===== src/rtl/ctrl_uart2fifo_pkg.sv =====
// ctrl_uart2fifo_pkg: shared types and constants for the UART-to-FIFO sample reassembler.
package ctrl_uart2fifo_pkg;

    typedef enum logic {
        S_LO = 1'b0,
        S_HI = 1'b1
    } state_t;

    localparam int UART_BYTE_W = 8;

    // Number of sample bits carried in the second (high) byte.
    function automatic int hi_bits_w(input int data_w);
        return data_w - UART_BYTE_W;
    endfunction

endpackage


===== src/rtl/ctrl_uart2fifo.sv =====
// ctrl_uart2fifo: reassembles little-endian byte pairs from the UART receiver into
// DATA_W-bit samples and writes them to the DAC-side FIFO with a one-cycle strobe.
// Framing (nonzero unused high-byte bits) and overflow (FIFO full) drop the pair and
// pulse an error flag; the next byte is always treated as a low byte.
// Optional: define CTRL_UART2FIFO_TIMEOUT_EN to abandon a half-received pair after
// TIMEOUT_CYC idle cycles in the high-byte state.
module ctrl_uart2fifo
    import ctrl_uart2fifo_pkg::*;
#(
    parameter int DATA_W      = 12,
    parameter int TIMEOUT_CYC = 500000
) (
    input  logic                   clk,
    input  logic                   rst_n,
    input  logic                   uart_rx_done,
    input  logic [UART_BYTE_W-1:0] uart_rx_data,
    output logic                   fifo_wrreq,
    output logic [DATA_W-1:0]      fifo_data,
    input  logic                   fifo_full,
    output logic                   err_overflow,
    output logic                   err_frame
);

    localparam int HI_W = hi_bits_w(DATA_W);

    // Bits of the high byte that may legally carry sample data; anything outside
    // is a framing error. With DATA_W=16 the mask is all ones and framing never fails.
    localparam logic [UART_BYTE_W-1:0] HI_MASK = UART_BYTE_W'((1 << HI_W) - 1);

    state_t                 state, state_nx;
    logic [UART_BYTE_W-1:0] lo_byte, lo_byte_nx;
    logic                   wrreq_nx, ovf_nx, frame_nx;
    logic [DATA_W-1:0]      data_nx;
    logic                   frame_bad;

`ifdef CTRL_UART2FIFO_TIMEOUT_EN
    localparam int TIMER_W = (TIMEOUT_CYC > 1) ? $clog2(TIMEOUT_CYC) : 1;
    localparam logic [TIMER_W-1:0] TIMER_LAST = TIMER_W'(TIMEOUT_CYC - 1);

    logic [TIMER_W-1:0] timer;
    logic               timer_expired;

    assign timer_expired = (timer == TIMER_LAST);

    // Idle timer: held at zero in S_LO so it starts from zero on every entry to S_HI.
    always_ff @(posedge clk or negedge rst_n) begin
        if (!rst_n) begin
            timer <= '0;
        end else if (state == S_HI && state_nx == S_HI) begin
            timer <= timer + 1'b1;
        end else begin
            timer <= '0;
        end
    end
`endif

    assign frame_bad = |(uart_rx_data & ~HI_MASK);

    // State, held low byte and registered output pulses.
    always_ff @(posedge clk or negedge rst_n) begin
        if (!rst_n) begin
            state        <= S_LO;
            lo_byte      <= '0;
            fifo_wrreq   <= 1'b0;
            fifo_data    <= '0;
            err_overflow <= 1'b0;
            err_frame    <= 1'b0;
        end else begin
            state        <= state_nx;
            lo_byte      <= lo_byte_nx;
            fifo_wrreq   <= wrreq_nx;
            fifo_data    <= data_nx;
            err_overflow <= ovf_nx;
            err_frame    <= frame_nx;
        end
    end

    // Next-state and next-output decode; pulses default low, fifo_data defaults to hold.
    always_comb begin
        state_nx   = state;
        lo_byte_nx = lo_byte;
        wrreq_nx   = 1'b0;
        ovf_nx     = 1'b0;
        frame_nx   = 1'b0;
        data_nx    = fifo_data;
        case (state)
            S_LO: begin
                if (uart_rx_done) begin
                    lo_byte_nx = uart_rx_data;
                    state_nx   = S_HI;
                end
            end
            S_HI: begin
                if (uart_rx_done) begin
                    state_nx = S_LO;
                    if (frame_bad) begin
                        frame_nx = 1'b1;
                    end else if (fifo_full) begin
                        ovf_nx = 1'b1;
                    end else begin
                        wrreq_nx = 1'b1;
                        data_nx  = {uart_rx_data[HI_W-1:0], lo_byte};
                    end
                end
`ifdef CTRL_UART2FIFO_TIMEOUT_EN
                else if (timer_expired) begin
                    state_nx   = S_LO;
                    lo_byte_nx = '0;
                end
`endif
            end
            default: begin
                state_nx = S_LO;
            end
        endcase
    end

endmodule


===== config.mk =====
export PLATFORM = sky130hd
export DESIGN_NAME = ctrl_uart2fifo
export DESIGN_NICKNAME = d
export VERILOG_FILES = /design/src/rtl/ctrl_uart2fifo_pkg.sv /design/src/rtl/ctrl_uart2fifo.sv
export SDC_FILE = /design/constraint.sdc
export NUM_CORES = 1
export LEC_CHECK = 0
export ABC_AREA = 1
export CAP_MARGIN = 20
export CORE_MARGIN = 5
export CORE_UTILIZATION = 43
export DETAILED_ROUTE_END_ITERATION = 12
export PLACE_DENSITY = 0.73
export SLEW_MARGIN = 30
export SYNTH_ARGS = -nofsm -noshare
export SYNTH_HDL_FRONTEND = slang
export SYNTH_SLANG_ARGS = --single-unit

===== constraint.sdc =====
create_clock -name clk -period 1.4 [get_ports clk]
set_input_delay 0.28 -clock clk [delete_from_list [all_inputs] [get_ports clk]]
set_output_delay 0.28 -clock clk [all_outputs]
set_load 0.01 [all_outputs]

==> results of run 1 <==
## power groups by stage
stage | combinational [mW] | clock, mW | sequential [mW]
2_1_floorplan | 0.308 | 0 | 1.13
3_3_place_gp | 0.713 | 0 | 1.08
3_5_place_dp | 0.735 | 0 | 1.10
4_1_cts | 0.651 | 0.366 | 1.07
5_1_grt | 0.714 | 0.387 | 1.11
6_report | 0.636 | 0.347 | 1.07
## flip-flops by register name (all words and copies together), names as in the netlist
signal and cells:
state 1, err_overflow 1, err_frame 1, lo_byte 8, fifo_wrreq 1, fifo_data 12
## metal layers
layer  track usage  vias to the layer above
li1              -                      343
met5             0                        -
met4        0.0629                        0
met2         0.217                       10
met1         0.154                      338
met3        0.0226                        2
## cells in the final DEF (no fill, tap or decap), types with 2 or more instances in the layout
cell	Yosys	layout
dfrtp_1	24	24
nand2_1	25	25
nor2_2	2	2
buf_4	0	5
nor3_1	2	2
mux2_2	8	8
clkdlybuf4s50_1	0	11
dlygate4sd2_1	0	15
inv_1	3	3
clkbuf_4	0	3
ha_1	2	2
nand3_1	12	12
## path summary, 6_finish.rpt
| kind | end | cells after the start |
|---|---|---|
| min | err_frame$_DFF_PN0_ | 2 |
| max reg2reg | lo_byte[1]$_DFFE_PN0P_ | 4 |
| min reg2reg | fifo_data[1]$_DFFE_PN0P_ | 2 |
| min in group clk | fifo_data[1]$_DFFE_PN0P_ | 2 |
| max in group asynchronous | fifo_data[11]$_DFFE_PN0P_ | 2 |
| max | fifo_data[10] | 1 |
## cell type report
type	count	area, sq um	area share
Tap cell	28	35.0	0.0273
Inverter	3	11.3	0.00878
Timing Repair Buffer	31	279	0.218
Multi-Input combinational cell	55	320	0.250
Sequential cell	24	601	0.468
Clock buffer	4	36.3	0.0283
## worst reg2reg max path: stages, from the launching register on
cell and delay [ps]:
dfrtp_1 420, inv_1 70, ha_1 140, buf_4 160
mux2_2 340
## cells by family (layout without fill, tap and decap cells)
logic type	count (synthesis)	after routing	synth area share
buffers and inverters	7	38	0.0392
and+or+nand+nor	44	44	0.209
DFF	24	24	0.627
AOI/OAI and AO/OA	1	1	0.00522
muxes	8	8	0.0940
adders and majority gates	2	2	0.0261
## through the flow
stage	TNS, ps	cell area, sq um	hold WS (ps)
floorplan	0	958	-15.6
global placement	-2050	1260	461
detailed placement	-2500	1260	465
CTS	0	1280	319
global route	0	1280	343
finish	0	1280	318
## timing repair
action	in CTS	in global routing
hold endpoints to repair	0	0
endpoints found under the setup margin	15	0
resized for setup	15	0
==> out/results.ini, run 1 <==
[global_route]
grt_pass1_vias=720
grt_max_degree=25
antenna_found_initial=0
overflow=0
grt_pass1_wl_microns=3210
grt_use_total=0.127

[synth]
yosys_register_bits=24
synth_top_cell_area_share=0.627
async_reset_ff_frac=1.00
syn_area_per_cell_sq_um=11.1
synth-seq-area-share=0.627
yosysMostFrequentCell=nand2_1
synth_edf_count=0
syn-num-nets=100
ys.warnings.count=0
synth_cell_type_count=14
synth_area_leaders=dfrtp_1 (63%), nand2_1 (9.8%), mux2_2 (9.4%)
post-synth-top-area-cell=dfrtp_1
ys.flop_type=dfrtp_1
synth_common_cells=nand2_1 (25), dfrtp_1 (24), nand3_1 (12)
synth_area_sq_um=958
syn_inst=86

[critical_path]
slowest_delay_ps=410
end_kind=output pin
worst-setup-path-type=reg -> out
cpMaxStageDelayCell=dfrtp_1
worstPathCellList=dlygate4sd2_1
critPathBufInv=1
worstPathRequired_ps=1120
cp-startpoint=fifo_data[10]$_DFFE_PN0P_
crit_fanout=2
start_kind=flop
cp_data_arrival_time_ps=1000
ff2ff_setup_slack_ps=170
r2r-start=state$_DFF_PN0_
crit_family=flip-flops

[clock_network]
htree_levels=1
clock-sinks=24
cts_root_buf=clkbuf_4
clk_path_buf_depth=2
clk_pin_slew_worst_paths_ps=120
cts_hold_buffers=0
post_cts_buffers=0
clkLatencyLatePin_ps=300
cts_buffers=3
cts_tree=built

[detailed_routing]
highest_layer=met4
routed_wl_microns=1830
wl_met1_microns=783
dr.pass1.iters=4
post_drt_via_cell_ratio=4.78
wl_per_cell_microns=12.6
route.met3.wl_microns=64
postRouteAntennaNets=0
drc_errors=0
wl_met2_microns=967
via_count=693
first_iter_violations=9

[place]
io_buffers=26
dp_worst_setup_slack_ps=-186
place_congestion=0.744
placed_cells=141
dp.final_hpwl_microns=1360

[floorplan]
initial_core_util=0.442
die_x_microns=57.2
fp.dieArea_sq_um=3270
die-height_microns=57.2
io_pins=27
num_rows=17
fp.coreArea_sq_um=2170

[finish]
syn_to_final_growth_pct=33.8
fin_util=0.591
n_antenna_cell=0
instances_no_fill=145
num-fill-cells=202
nets=132
drive_above_1_share=0.179

[sta]
slew_viol_final=0
skew_ps=2.03
relSlewSlack=0.801
layout_setup_ws_ps=117
max_freq_ghz=0.780
period_minus_slack_ps=1280
tightest_slew_ps=299
min_period_over_period=0.916
setup_viol=0
rsz0062_at_grt=no
finalHoldViolations=0

[pwr]
vdd_drop_max_mv=0.795
power_frac_comb=0.309
power_mw=2.06
power_frac_clock=0.169
total_leakage_power_nw=0.680
intPower_mw=1.44
pwr-share-seq=0.522
switchingPower_mw=0.613
sw_frac_of_total=0.298
powerDensity_nw_per_um2=1600

[min_path]
hp-class=in -> async

[flow_run]
cap_violations=0

[status]
status=finished, final reports clean

Power figures use the tool's default switching activity.
==> run 2: changes to the inputs <==
--- a/config.mk
+++ b/config.mk
@@ -6,11 +6,11 @@
 export NUM_CORES = 1
 export LEC_CHECK = 0
 export ABC_AREA = 1
-export CAP_MARGIN = 20
 export CORE_MARGIN = 5
 export CORE_UTILIZATION = 43
 export DETAILED_ROUTE_END_ITERATION = 12
 export PLACE_DENSITY = 0.73
+export SETUP_SLACK_MARGIN = 0.05
 export SLEW_MARGIN = 30
 export SYNTH_ARGS = -nofsm -noshare
 export SYNTH_HDL_FRONTEND = slang
==> results of run 2 <==
Same layout as run 1: the final DEF is identical, and so are final timing and power.
==> run 3: changes to the inputs <==
--- a/config.mk
+++ b/config.mk
@@ -6,12 +6,14 @@
 export NUM_CORES = 1
 export LEC_CHECK = 0
 export ABC_AREA = 1
+export CAP_MARGIN = 20
 export CORE_MARGIN = 5
 export CORE_UTILIZATION = 43
 export DETAILED_ROUTE_END_ITERATION = 12
 export PLACE_DENSITY = 0.73
 export SETUP_SLACK_MARGIN = 0.05
-export SLEW_MARGIN = 30
+export SKIP_CTS_REPAIR_TIMING = 1
+export SLEW_MARGIN = 15
 export SYNTH_ARGS = -nofsm -noshare
 export SYNTH_HDL_FRONTEND = slang
 export SYNTH_SLANG_ARGS = --single-unit
==> run 3 against run 2 <==
Via count is 0.29% lower. Count of clock-buffer cells in the layout stayed put. Setup slack better by 32 ps. Worst hold slack about the same. Critical endpoint is now lo_byte[1]$_DFFE_PN0P_. Combinational power increased by 11%. Largest cell class unchanged. Global-route usage did not move. Critical path depth up 3. Final cell count is 0.69% higher.
==> out/results.ini, run 3 (same netlist as run 1, synthesis figures left out) <==
[sta]
rsz0062_at_grt=no
period_minus_slack_ps=1250
fin_hold_ws_ps=318
max_freq_ghz=0.800
setup_viol=0
relSlewSlack=0.799
skew_ps=1.49
slew_viol_final=0
finalHoldViolations=0
tightest_slew_ps=302
min_period_over_period=0.893

[finish]
layout_common_cells=nand2_1 (25), dfrtp_1 (24), dlymetal6s2s_1 (15)
num-fill-cells=188
syn_to_final_growth_pct=40.5
reg_top3=fifo_data x12, lo_byte x8
multi_input_area_sq_um=320
drive_above_1_share=0.186
n_antenna_cell=0
design_area_sq_um=1350
largest_register_ff_count=12
nets=133
instances_no_fill=146
ff_latch_area_sq_um=601
regMostFlops=fifo_data
final_common_cell=nand2_1

[detailed_routing]
dr.pass1.iters=4
drc_errors=0
post_drt_via_cell_ratio=4.73
first_iter_violations=10
postRouteAntennaNets=0
wl_per_cell_microns=12.8
routed_wl_microns=1870
via_count=691

[status]
status=finished, final reports clean

[critical_path]
cp-startpoint=uart_rx_done
worstPathCellList=clkdlybuf4s50_1 -> ha_1 -> buf_4 -> mux2_2
cp_data_arrival_time_ps=1450
end_kind=flop
r2r-start=state$_DFF_PN0_
worst-setup-path-type=in -> reg
crit_fanout=8
slowest_delay_ps=510
crit_family=buffers and inverters
cpMaxStageDelayCell=clkdlybuf4s50_1
worstPathRequired_ps=1600
start_kind=input port
critPathBufInv=2

[min_path]
hp-class=in -> async

[floorplan]
die-height_microns=57.2
fp.coreArea_sq_um=2170
die_x_microns=57.2
fp.dieArea_sq_um=3270
initial_core_util=0.442
num_rows=17
io_pins=27

[global_route]
grt_pass1_vias=720
overflow=0
grt_use_total=0.127
grt_max_degree=25
antenna_found_initial=0
grt_pass1_wl_microns=3210

[clock_network]
clk_path_buf_depth=2
clk_pin_slew_worst_paths_ps=120
cts_buffers=3
htree_levels=1
clock-sinks=24
cts_tree=built
cts_root_buf=clkbuf_4
clkLatencyLatePin_ps=300

[place]
dp.final_hpwl_microns=1360
place_congestion=0.744
placed_cells=141
io_buffers=26
post_dp_cell_area_sq_um=1260

[pwr]
total_leakage_power_nw=0.871
vdd_drop_max_mv=0.854
power_mw=2.13
powerDensity_nw_per_um2=1580

[flow_run]
cap_violations=0

==> run 3: cell types whose count changed in the layout (fill, tap and decap cells not counted), sizes merged <==
cell and delta:
dlymetal6s2s +15, buf +1, dlygate4sd2 -15
==> run 3: path summary, 6_finish.rpt <==
kind | to | cells past startpoint | slack, ps
worst max-delay path | lo_byte[1]$_DFFE_PN0P_ | 4 | 150
worst min-delay path | err_frame$_DFF_PN0_ | 2 | 320
worst max register to register | lo_byte[1]$_DFFE_PN0P_ | 4 | 170
worst min register to register | fifo_data[1]$_DFFE_PN0P_ | 2 | 480
max in group asynchronous | fifo_data[10]$_DFFE_PN0P_ | 2 | 850
min in group clk | fifo_data[1]$_DFFE_PN0P_ | 2 | 480
==> run 3: area by class of cell <==
type | instances | share of cell area
Clock buffer | 4 | 0.0270
Inverter | 3 | 0.00836
Multi-Input combinational cell | 55 | 0.238
Sequential cell | 24 | 0.446
Tap cell | 28 | 0.0260
Timing Repair Buffer | 32 | 0.255
==> run 3: stage by stage <==
step	setup TNS [ps]	utilization	setup slack [ps]
2_1_floorplan	0	-	229
3_3_place_gp	-2050	0.583	-150
3_5_place_dp	-2500	0.583	-186
4_1_cts	-1540	0.600	-140
5_1_grt	0	0.621	97.4
6_report	0	0.621	150
==> run 3: routing by layer <==
metal / vias to the layer above / GRT usage / wire, microns / part of all wire
li1: 345 / - / - / -
met2: 10 / 0.217 / 1020 / 0.54
met3: 2 / 0.0226 / 44 / 0.024
met4: 0 / 0.0629 / 11 / 0.0059
met1: 334 / 0.154 / 799 / 0.43
met5: - / 0 / 0 / 0
==> run 3: power by group <==
group / internal, mW / switching [mW] / leakage, nW
logic: 0.407 / 0.301 / 0.543
clock network: 0.159 / 0.192 / 0.0210
registers: 0.945 / 0.128 / 0.307
